<file path="src/rtl/usb_phy_pkg.sv">
// Shared USB PHY receive-side definitions: symbol width, K28.5 patterns and
// the comma-alignment state encoding.
package usb_phy_pkg;

  localparam int SYM_W = 10;

  localparam logic [SYM_W-1:0] COMMA_RDN = 10'h0FA;
  localparam logic [SYM_W-1:0] COMMA_RDP = 10'h305;

  typedef enum logic [1:0] {
    UNLOCKED = 2'd0,
    CHECK    = 2'd1,
    LOCKED   = 2'd2
  } align_state_e;

endpackage

</file>
<file path="src/rtl/usb_comma_detect.sv">
// Combinational K28.5 search over a 20-bit window: flags every bit offset
// holding a comma and reports the lowest such offset.
module usb_comma_detect #(
  parameter logic [9:0] COMMA_RDN = usb_phy_pkg::COMMA_RDN,
  parameter logic [9:0] COMMA_RDP = usb_phy_pkg::COMMA_RDP
) (
  input  logic [19:0] win,
  output logic [9:0]  match,
  output logic [3:0]  low_idx
);
  import usb_phy_pkg::*;

  // The top bit can never start or sit inside a 10-bit candidate.
  logic unused_win_msb;
  assign unused_win_msb = win[19];

  always_comb begin
    match = '0;
    for (int k = 0; k < SYM_W; k++) begin
      match[k] = (win[k +: SYM_W] == COMMA_RDN) || (win[k +: SYM_W] == COMMA_RDP);
    end
  end

  always_comb begin
    low_idx = '0;
    for (int k = SYM_W - 1; k >= 0; k--) begin
      if (match[k]) low_idx = 4'(k);
    end
  end

endmodule

</file>
<file path="src/rtl/usb_comma_align.sv">
// K28.5 symbol aligner: finds the comma in a {in, prev} window, locks the bit
// offset after repeated consistent commas and emits re-sliced 10-bit symbols.
module usb_comma_align #(
  parameter int         LOCK_CNT  = 3,
  parameter int         LOSS_CNT  = 4,
  parameter logic [9:0] COMMA_RDN = usb_phy_pkg::COMMA_RDN,
  parameter logic [9:0] COMMA_RDP = usb_phy_pkg::COMMA_RDP
) (
  input  logic       clk,
  input  logic       rst,
  input  logic [9:0] in,
  input  logic       align_en,
  output logic [9:0] out,
  output logic       out_valid,
  output logic       comma_det,
  output logic       locked,
  output logic [3:0] offset
);
  import usb_phy_pkg::*;

  localparam logic [3:0] LOCK_TGT = 4'(LOCK_CNT);
  localparam logic [3:0] LOSS_TGT = 4'(LOSS_CNT);

  function automatic logic [3:0] sat_inc(input logic [3:0] c);
    return (c == 4'hF) ? c : c + 4'd1;
  endfunction

  function automatic logic is_comma(input logic [SYM_W-1:0] s);
    return (s == COMMA_RDN) || (s == COMMA_RDP);
  endfunction

  align_state_e state, state_nxt;
  logic [9:0]   prev;
  logic [19:0]  win;
  logic [9:0]   match;
  logic [3:0]   low_idx;
  logic [9:0]   slice;
  logic [3:0]   offset_nxt, good_cnt, good_nxt, bad_cnt, bad_nxt;
  logic         hit_cur, hit_any;

  assign win     = {in, prev};
  assign slice   = win[offset +: SYM_W];
  assign hit_cur = match[offset];
  assign hit_any = |match;

  usb_comma_detect #(
    .COMMA_RDN (COMMA_RDN),
    .COMMA_RDP (COMMA_RDP)
  ) u_detect (
    .win     (win),
    .match   (match),
    .low_idx (low_idx)
  );

  always_comb begin
    state_nxt  = state;
    offset_nxt = offset;
    good_nxt   = good_cnt;
    bad_nxt    = bad_cnt;
    if (align_en) begin
      case (state)
        UNLOCKED: begin
          if (hit_any) begin
            offset_nxt = low_idx;
            good_nxt   = 4'd1;
            if (LOCK_CNT == 1) begin
              state_nxt = LOCKED;
              bad_nxt   = '0;
            end else begin
              state_nxt = CHECK;
            end
          end
        end
        CHECK: begin
          // A comma at the current offset outranks any simultaneous foreign one.
          if (hit_cur) begin
            good_nxt = sat_inc(good_cnt);
            if (sat_inc(good_cnt) >= LOCK_TGT) begin
              state_nxt = LOCKED;
              bad_nxt   = '0;
            end
          end else if (hit_any) begin
            offset_nxt = low_idx;
            good_nxt   = 4'd1;
          end
        end
        LOCKED: begin
          if (hit_cur) begin
            bad_nxt = '0;
          end else if (hit_any) begin
            bad_nxt = sat_inc(bad_cnt);
            if (sat_inc(bad_cnt) >= LOSS_TGT) begin
              state_nxt = UNLOCKED;
              good_nxt  = '0;
            end
          end
        end
        default: state_nxt = UNLOCKED;
      endcase
    end
  end

  // Slice with the offset in force before this edge; a new offset applies next word.
  always_ff @(posedge clk or negedge rst) begin
    if (!rst) begin
      state     <= UNLOCKED;
      prev      <= '0;
      out       <= '0;
      comma_det <= 1'b0;
      out_valid <= 1'b0;
      locked    <= 1'b0;
      offset    <= '0;
      good_cnt  <= '0;
      bad_cnt   <= '0;
    end else begin
      state     <= state_nxt;
      prev      <= in;
      out       <= slice;
      comma_det <= is_comma(slice);
      out_valid <= (state_nxt == LOCKED);
      locked    <= (state_nxt == LOCKED);
      offset    <= offset_nxt;
      good_cnt  <= good_nxt;
      bad_cnt   <= bad_nxt;
    end
  end

endmodule

</file>
<file path="config.mk">
export PLATFORM = sky130hd
export DESIGN_NAME = usb_comma_align
export DESIGN_NICKNAME = d
export VERILOG_FILES = /design/src/rtl/usb_phy_pkg.sv /design/src/rtl/usb_comma_detect.sv /design/src/rtl/usb_comma_align.sv
export SDC_FILE = /design/constraint.sdc
export NUM_CORES = 1
export LEC_CHECK = 0
export BUFFER_PORTS_ARGS = -buffer_cell sky130_fd_sc_hd__buf_2
export CAP_MARGIN = 40
export CORE_UTILIZATION = 55
export DETAILED_ROUTE_END_ITERATION = 16
export PLACE_DENSITY = 0.75
export SLEW_MARGIN = 10
export SYNTH_ARGS = -nofsm -noshare
export SYNTH_HDL_FRONTEND = slang
export SYNTH_SLANG_ARGS = --single-unit
</file>
<file path="constraint.sdc">
create_clock -name clk -period 3 [get_ports clk]
set_input_delay 0.6 -clock clk [delete_from_list [all_inputs] [get_ports clk]]
set_output_delay 0.6 -clock clk [all_outputs]
set_load 0.005 [all_outputs]
</file>
==> impl_results.md, run 1 <==
- WP data arrival: 3.09 ns
- Slowest CP cell: or4b_1
- Mean Syn Cell Area: 9.12 um2
- Global-route wire length before repair: approximately 13000 um
- Highest clock rate: approximately 0.35 GHz
- Ys flop type: dfrtp_1
- CTS Hold Bufs: 0
- Initial DRT Pass Iterations: 5
- Compound-cell area share of the yosys netlist: between 10% and 20%
- Max-slew violation count: 0
- Flop-to-flop setup slack: ~0.13 ns
- N_diodes: 0
- EDFF count, synth: 0
- Initial antenna violation count: 0
- Worst VDD drop: 0.000251 V
- Slew headroom: 44.7%
- Worst hold slack: ~0.40 ns
- CP delay by family, top: simple AND/OR/NAND/NOR gates
- Placed inst area: 0.00340 mm2
- Area of the multi-input gates: between 0.0015 and 0.002 mm2
- Post-DP HPWL: 5570 um
- Simple-gate share of the synthesized area: 29.1%
- CTS tree: done
- Max cap viols: 0
- Die width: 76.4 um
- CTS Sinks: 36
- Adder-cell share of the synthesized area: 2.47%
- Nets: 395
- # setup viols final: 0
- 1st-iter DRT viols: 201
- Req. time, crit path: between 3 and 4 ns
- Asr flop ratio synth: 100%
- Num CTS Buffers: 5
- Leakage Power: 1.51 nW
- Register area share after synthesis: 29.6%
- I/O Buffers: 29
- Synth area leader: dfrtp_1
- Main combinational cell family by area after synthesis: simple AND/OR/NAND/NOR gates
- Dominant cell type by count on the critical path: buf_4
- RSZ-0062 raised after global routing: no
- Ys Warns: 0
- #FFs+latches synth: 36
- Initial Util: 58.5%
- Hold WC Path Type: input pin to asynchronous set/reset pin
- Reg2reg start: prev[8]
- Critical Path Max Stage Delay: 0.54 ns
- PnR worst setup slack: roughly 0.13 ns
- Seq. cell area: ~900 um2
- Layout area overhead: 15.9%
- Mux cell area share after synthesis: 16.1%
- Unique cell type count in the Yosys netlist: 73
- Via count: approximately 2800
- Remaining antenna violation count: 0
- Status: complete, no violations
- Top cell type's share of synthesized area: 29.6%
- R2r endpoint: good_cnt[3]
- Clock buffer depth: 2
- Dpl ws: -0.0638 ns
- Vias in the first global route: 2636
- Power Density: 647 mW/mm2
- Setup TNS: 0 ns
- Fraction of final layout cells sized beyond drive strength 1: between 20% and 30%
- Post-layout util: 67.8%
- Kind of critical path: flop to flop
- Cell Chain, Critical Path: buf_4 > or4b_1 > nor4_1 > o21ai_0 > a41oi_2 > a211oi_4 > buf_4 > nand2b_4 > or4_1 > o21ai_1
- Post-CTS sizing: 0
- Largest net degree at the start of global routing: 37
- DR vias/cell: 6.30
- Post-Synth XOR/XNOR Area: 0.288%
- Clk pin slew, worst setup/hold paths: 0.08 ns
- CTS root buf: clkbuf_8
- Cells after synthesis: about 330
- Drt wl/cell: 16.7 um
- Bufs and invs on worst path: 2
- Die Area: about 0.0058 mm2
- Final instance area: approximately 0.0035 mm2
- Setup bufs post-CTS: 0
- CP Capture Type: flop
- Die Y: between 70 and 80 um
- RePlAce Congestion: between 0.9 and 1
- Row cnt: 26
- DRT Wirelength: 7480 um
- Skew-Pair Late Insertion Delay: 0.29 ns
- Startpoint Class: flop
- Top Ports: 30
- Total track usage: 27.2%
- Worst-case clock skew: 0.00820 ns
- Register-to-Register Path Depth: 10
- DRC errors left: 0
- Synthesized cell area: 0.00305 mm2
- Final count of hold timing violations: 0
- Tightest Pin Transition: 0.829 ns
- Min Tclk post-route: 2.87 ns
- Crit path max fanout: 12
- FILL cells: 411
- Grt ovf: 0
- Core box area: 0.00520 mm2
- Syn Nets: 353
- CP Depth: 10
- Crit share post-route: 95.6%
- CTS H-Tree Depth: 2
- Largest cells by area after synthesis: dfrtp_1, mux2i_1, mux4_2
## kinds of logic (layout without fill, tap and decap cells)
logic type	after synthesis	after routing
multiplexers	37	37
flip-flops	36	36
XOR/XNOR	1	1
AND/OR/NAND/NOR	140	140
AO/OA/AOI/OAI	72	72
buffers and inverters	42	85
adder cells (fa/ha/maj)	6	6
## report_power, final
group          total [W]  internal (W)  leakage, nW  switching (W)
Clock           0.000426      0.000247       0.0552       0.000179
Combinational    0.00118      0.000552         1.01       0.000628
Sequential      0.000678      0.000598        0.450      0.0000798
Total            0.00228       0.00140         1.51       0.000887
## flip-flops by register name (all words and copies together) (netlist names)
| name | cells |
|---|---|
| out | 10 |
| bad_cnt | 4 |
| state | 2 |
| good_cnt | 4 |
| locked | 1 |
| prev | 10 |
| comma_det | 1 |
| offset | 4 |
## cells in the final DEF (no fill, tap or decap), types with 3 or more instances in the layout
| cell type | count |
|---|---|
| nand2_1 | 19 |
| inv_1 | 16 |
| nor2_1 | 25 |
| nand2b_1 | 7 |
| nand4_1 | 5 |
| and3_1 | 6 |
| nor4b_1 | 3 |
| nand4b_1 | 5 |
| nor3_1 | 5 |
| nand3_1 | 7 |
| nor4bb_1 | 6 |
| o21ai_0 | 16 |
| o22ai_1 | 4 |
| nor3b_1 | 3 |
| a21oi_1 | 15 |
| dfrtp_1 | 36 |
| a31oi_1 | 3 |
| mux2i_1 | 20 |
| buf_4 | 32 |
| and4_1 | 3 |
| mux4_2 | 5 |
| or2_2 | 3 |
| nand3b_1 | 5 |
| nor4_1 | 7 |
| buf_2 | 29 |
| or3_1 | 3 |
| o31ai_1 | 5 |
| nor2b_1 | 6 |
| ha_1 | 6 |
| clkbuf_8 | 5 |
| and4b_1 | 4 |
| mux2_2 | 9 |
## how the worst max path moves through the flow
| stage | slack, ns | end | from |
|---|---|---|---|
| 4_1_cts | 0.12 | good_cnt[3] | prev[7] |
| 2_1_floorplan | 0.24 | bad_cnt[0] | in[3] |
| 6_report | 0.13 | good_cnt[3] | prev[8] |
| 5_1_grt | 0.04 | good_cnt[3] | prev[8] |
| 3_5_place_dp | -0.06 | good_cnt[3] | in[0] |
| 3_3_place_gp | -0.008 | good_cnt[3] | in[0] |
## area by class of cell
type | count | area share, %
well taps | 70 | 2.48
clock inverters | 2 | 0.992
repair buffers | 61 | 10.9
inverters | 16 | 1.70
multi-input cells | 256 | 56.3
clock buffers | 6 | 2.06
flip-flops and latches | 36 | 25.5
## cell usage after synthesis, types with 3 or more instances
library cell	n
a21oi_1	15
a31oi_1	4
a41oi_1	3
and3_1	6
and4_1	3
and4b_1	4
buf_1	5
buf_2	5
clkbuf_1	13
dfrtp_1	36
ha_1	6
inv_1	16
mux2_2	9
mux2i_1	20
mux4_2	5
nand2_1	19
nand2b_1	7
nand3_1	7
nand3b_1	5
nand4_1	5
nand4b_1	5
nor2_1	25
nor2b_1	6
nor3_1	5
nor3b_1	3
nor4_1	7
nor4b_1	4
nor4bb_1	6
o21ai_0	16
o22ai_1	4
o31ai_1	5
or2_2	3
or3_1	3
## layer usage
metal,share of wire [%],wire (um),global-route usage (%),vias to the layer above
li1,-,-,-,1347
met5,0,0,0,-
met4,1.3,98,8.46,0
met3,6.2,467,4.31,9
met2,47,3490,42.4,129
met1,46,3430,38.6,1329
## worst reg2reg max path, cell delays in order, from the launching register on
cell      delay [ns]
dfrtp_1         0.39
buf_4           0.18
or4b_1          0.54
nor4_1          0.31
o21ai_0         0.18
a41oi_2         0.29
a211oi_4        0.11
buf_4           0.19
nand2b_4        0.14
or4_1           0.39
o21ai_1         0.08
## per-stage QoR
step	cells	power, W
floorplan	334	0.00152
global placement	439	0.00181
detailed placement	439	0.00183
CTS	447	0.00226
global route	447	0.00245
finish	447	0.00228
Power figures use the tool's default switching activity.
==> inputs of run 2 (changes only) <==
--- a/config.mk
+++ b/config.mk
@@ -7,8 +7,11 @@
 export LEC_CHECK = 0
 export BUFFER_PORTS_ARGS = -buffer_cell sky130_fd_sc_hd__buf_2
 export CAP_MARGIN = 40
+export CORE_ASPECT_RATIO = 0.5
 export CORE_UTILIZATION = 55
+export CTS_CLUSTER_DIAMETER = 150
 export DETAILED_ROUTE_END_ITERATION = 16
+export GPL_ROUTABILITY_DRIVEN = 0
 export PLACE_DENSITY = 0.75
 export SLEW_MARGIN = 10
 export SYNTH_ARGS = -nofsm -noshare
==> impl_results.md, run 2 (synthesis gave the netlist of run 1 again) <==
- Status: complete, no violations
- Max-slew violation count: 0
- Worst hold slack: 0.400 ns
- Global-route wire length before repair: 12900 um
- Register-to-Register Path Depth: 9
- Vias in the first global route: 2564
- Critical Path Max Stage Delay: 0.55 ns
- DRT Wirelength: between 7000 and 8000 um
- Drt wl/cell: 17.7 um
- Worst VDD drop: 0.000332 V
- Bufs and invs on worst path: 1
- Slew headroom: 44.9%
- CTS H-Tree Depth: 2
- 1st-iter DRT viols: 176
- Post-CTS sizing: 0
- Top Registers: out x10, prev x10
- RSZ-0062 raised after global routing: no
- Flop-to-flop setup slack: 0.12 ns
- GRT met3 Usage: about 7.4%
- Post-DP HPWL: about 5800 um
- CP delay by family, top: simple AND/OR/NAND/NOR gates
- Initial DRT Pass Iterations: 7
- Die width: 107 um
- Cell Chain, Critical Path: or4b_4 > or4_4 > o31ai_1 > nor4_1 > buf_4 > and4_1 > nor3_2 > o211ai_1 > mux2_2
- Total track usage: 29.2%
- CP Depth: 9
- Power Density: 636 mW/mm2
- Slowest CP cell: or4b_4
- Crit share post-route: 95.9%
- N_diodes: 0
- M2 GR Usage: 45.6%
- Clock buffer depth: 2
- Setup crit start: prev[8]
- Initial antenna violation count: 0
- Kind of critical path: flop to flop
- Final count of hold timing violations: 0
- Max cap viols: 0
- Reg2reg start: prev[8]
- DRC errors left: 0
- Layout area overhead: 12.9%
- Crit path max fanout: 5
- Placed cells: 432
- Startpoint Class: flop
- R2r endpoint: bad_cnt[0]
- CP Capture Type: flop
- Hold WC Path Type: input pin to asynchronous set/reset pin
- FILL cells: 424
- Remaining antenna violation count: 0
- Skew-Pair Late Insertion Delay: 0.30 ns
- WP data arrival: 3.07 ns
- Busiest layer in global routing: met2
- CTS root buf: clkbuf_8
- Grt ovf: 0
- DR vias/cell: approximately 6.3
- Num CTS Buffers: 5
- Tightest Pin Transition: between 0.8 and 0.9 ns
- CTS Hold Bufs: 0
- Area of the multi-input gates: just under 0.002 mm2
- Most frequent cells in the layout: dfrtp_1, buf_2, nor2_1, buf_4, mux2i_1
- Clk pin slew, worst setup/hold paths: ~0.08 ns
- Leakage Power: around 1.5 nW
- Placed inst area: 0.00334 mm2
- Met1 usage: 40.8%
- # setup viols final: 0
- Worst-case clock skew: 0.00920 ns
- Total power: 0.00218 W
- Nets: between 300 and 400
- CTS tree: done
- Die Area: 0.00586 mm2
- Req. time, crit path: about 3.2 ns
- PnR worst setup slack: 0.123 ns
- Final instance area: 0.00344 mm2
- I/O Buffers: 29
- Min Tclk post-route: 2.88 ns
- Commonest non-fill, non-tap cell in the layout: dfrtp_1
- Highest clock rate: 0.348 GHz
- Core box area: 0.00511 mm2
- Dpl ws: -0.0238 ns
- Largest net degree at the start of global routing: 37
- Via count: between 2000 and 3000
- Fraction of final layout cells sized beyond drive strength 1: between 20% and 30%
- CTS Sinks: 36
- Setup bufs post-CTS: 0
- Die Y: 54.6 um
- Row cnt: 18
- Top Ports: 30
- Final non-filler cell total: 440
- Initial Util: between 50% and 60%
- Seq. cell area: 901 um2
## run 2: where the power goes
| part | internal [W] | leakage [nW] | switching [W] |
|---|---|---|---|
| Sequential | 0.000598 | 0.450 | 0.0000752 |
| Clock | 0.000162 | 0.0479 | 0.000191 |
| Combinational | 0.000519 | 0.971 | 0.000639 |
| Total | 0.00128 | 1.47 | 0.000905 |
## run 2: per-layer routing
metal	share of wire, %	routed length, um	vias to the layer above
met2	44	3410	113
met5	0	0	-
met4	0.64	50	0
met3	8.0	621	5
met1	48	3710	1347
li1	-	-	1328
## run 2: worst max-delay path by stage
stage,to,slack [ns]
detailed placement,state[0],-0.02
floorplan,bad_cnt[0],0.24
CTS,bad_cnt[0],0.16
global placement,state[0],0.05
finish,bad_cnt[0],0.12
global route,bad_cnt[0],0.04
## run 2: layout make-up
type / count / share of cell area, %
Tap cell: 70 / 2.55
Multi-Input combinational cell: 256 / 57.3
Timing Repair Buffer: 54 / 9.68
Clock buffer: 5 / 2.00
Clock inverter: 3 / 0.546
Inverter: 16 / 1.75
Sequential cell: 36 / 26.2
## run 2: worst register-to-register path, stage by stage, from the launching register on
cell and delay [ns]:
dfrtp_1 0.42, or4b_4 0.56, or4_4 0.53, o31ai_1 0.10, nor4_1 0.10, buf_4 0.17, and4_1 0.19, nor3_2 0.26
o211ai_1 0.17, mux2_2 0.28
## run 2: through the flow
stage          setup TNS [ns]  util [%]
2_1_floorplan               0         -
3_3_place_gp                0      65.4
3_5_place_dp          -0.0411      65.4
4_1_cts                     0      67.1
5_1_grt                     0      67.2
6_report                    0      67.2
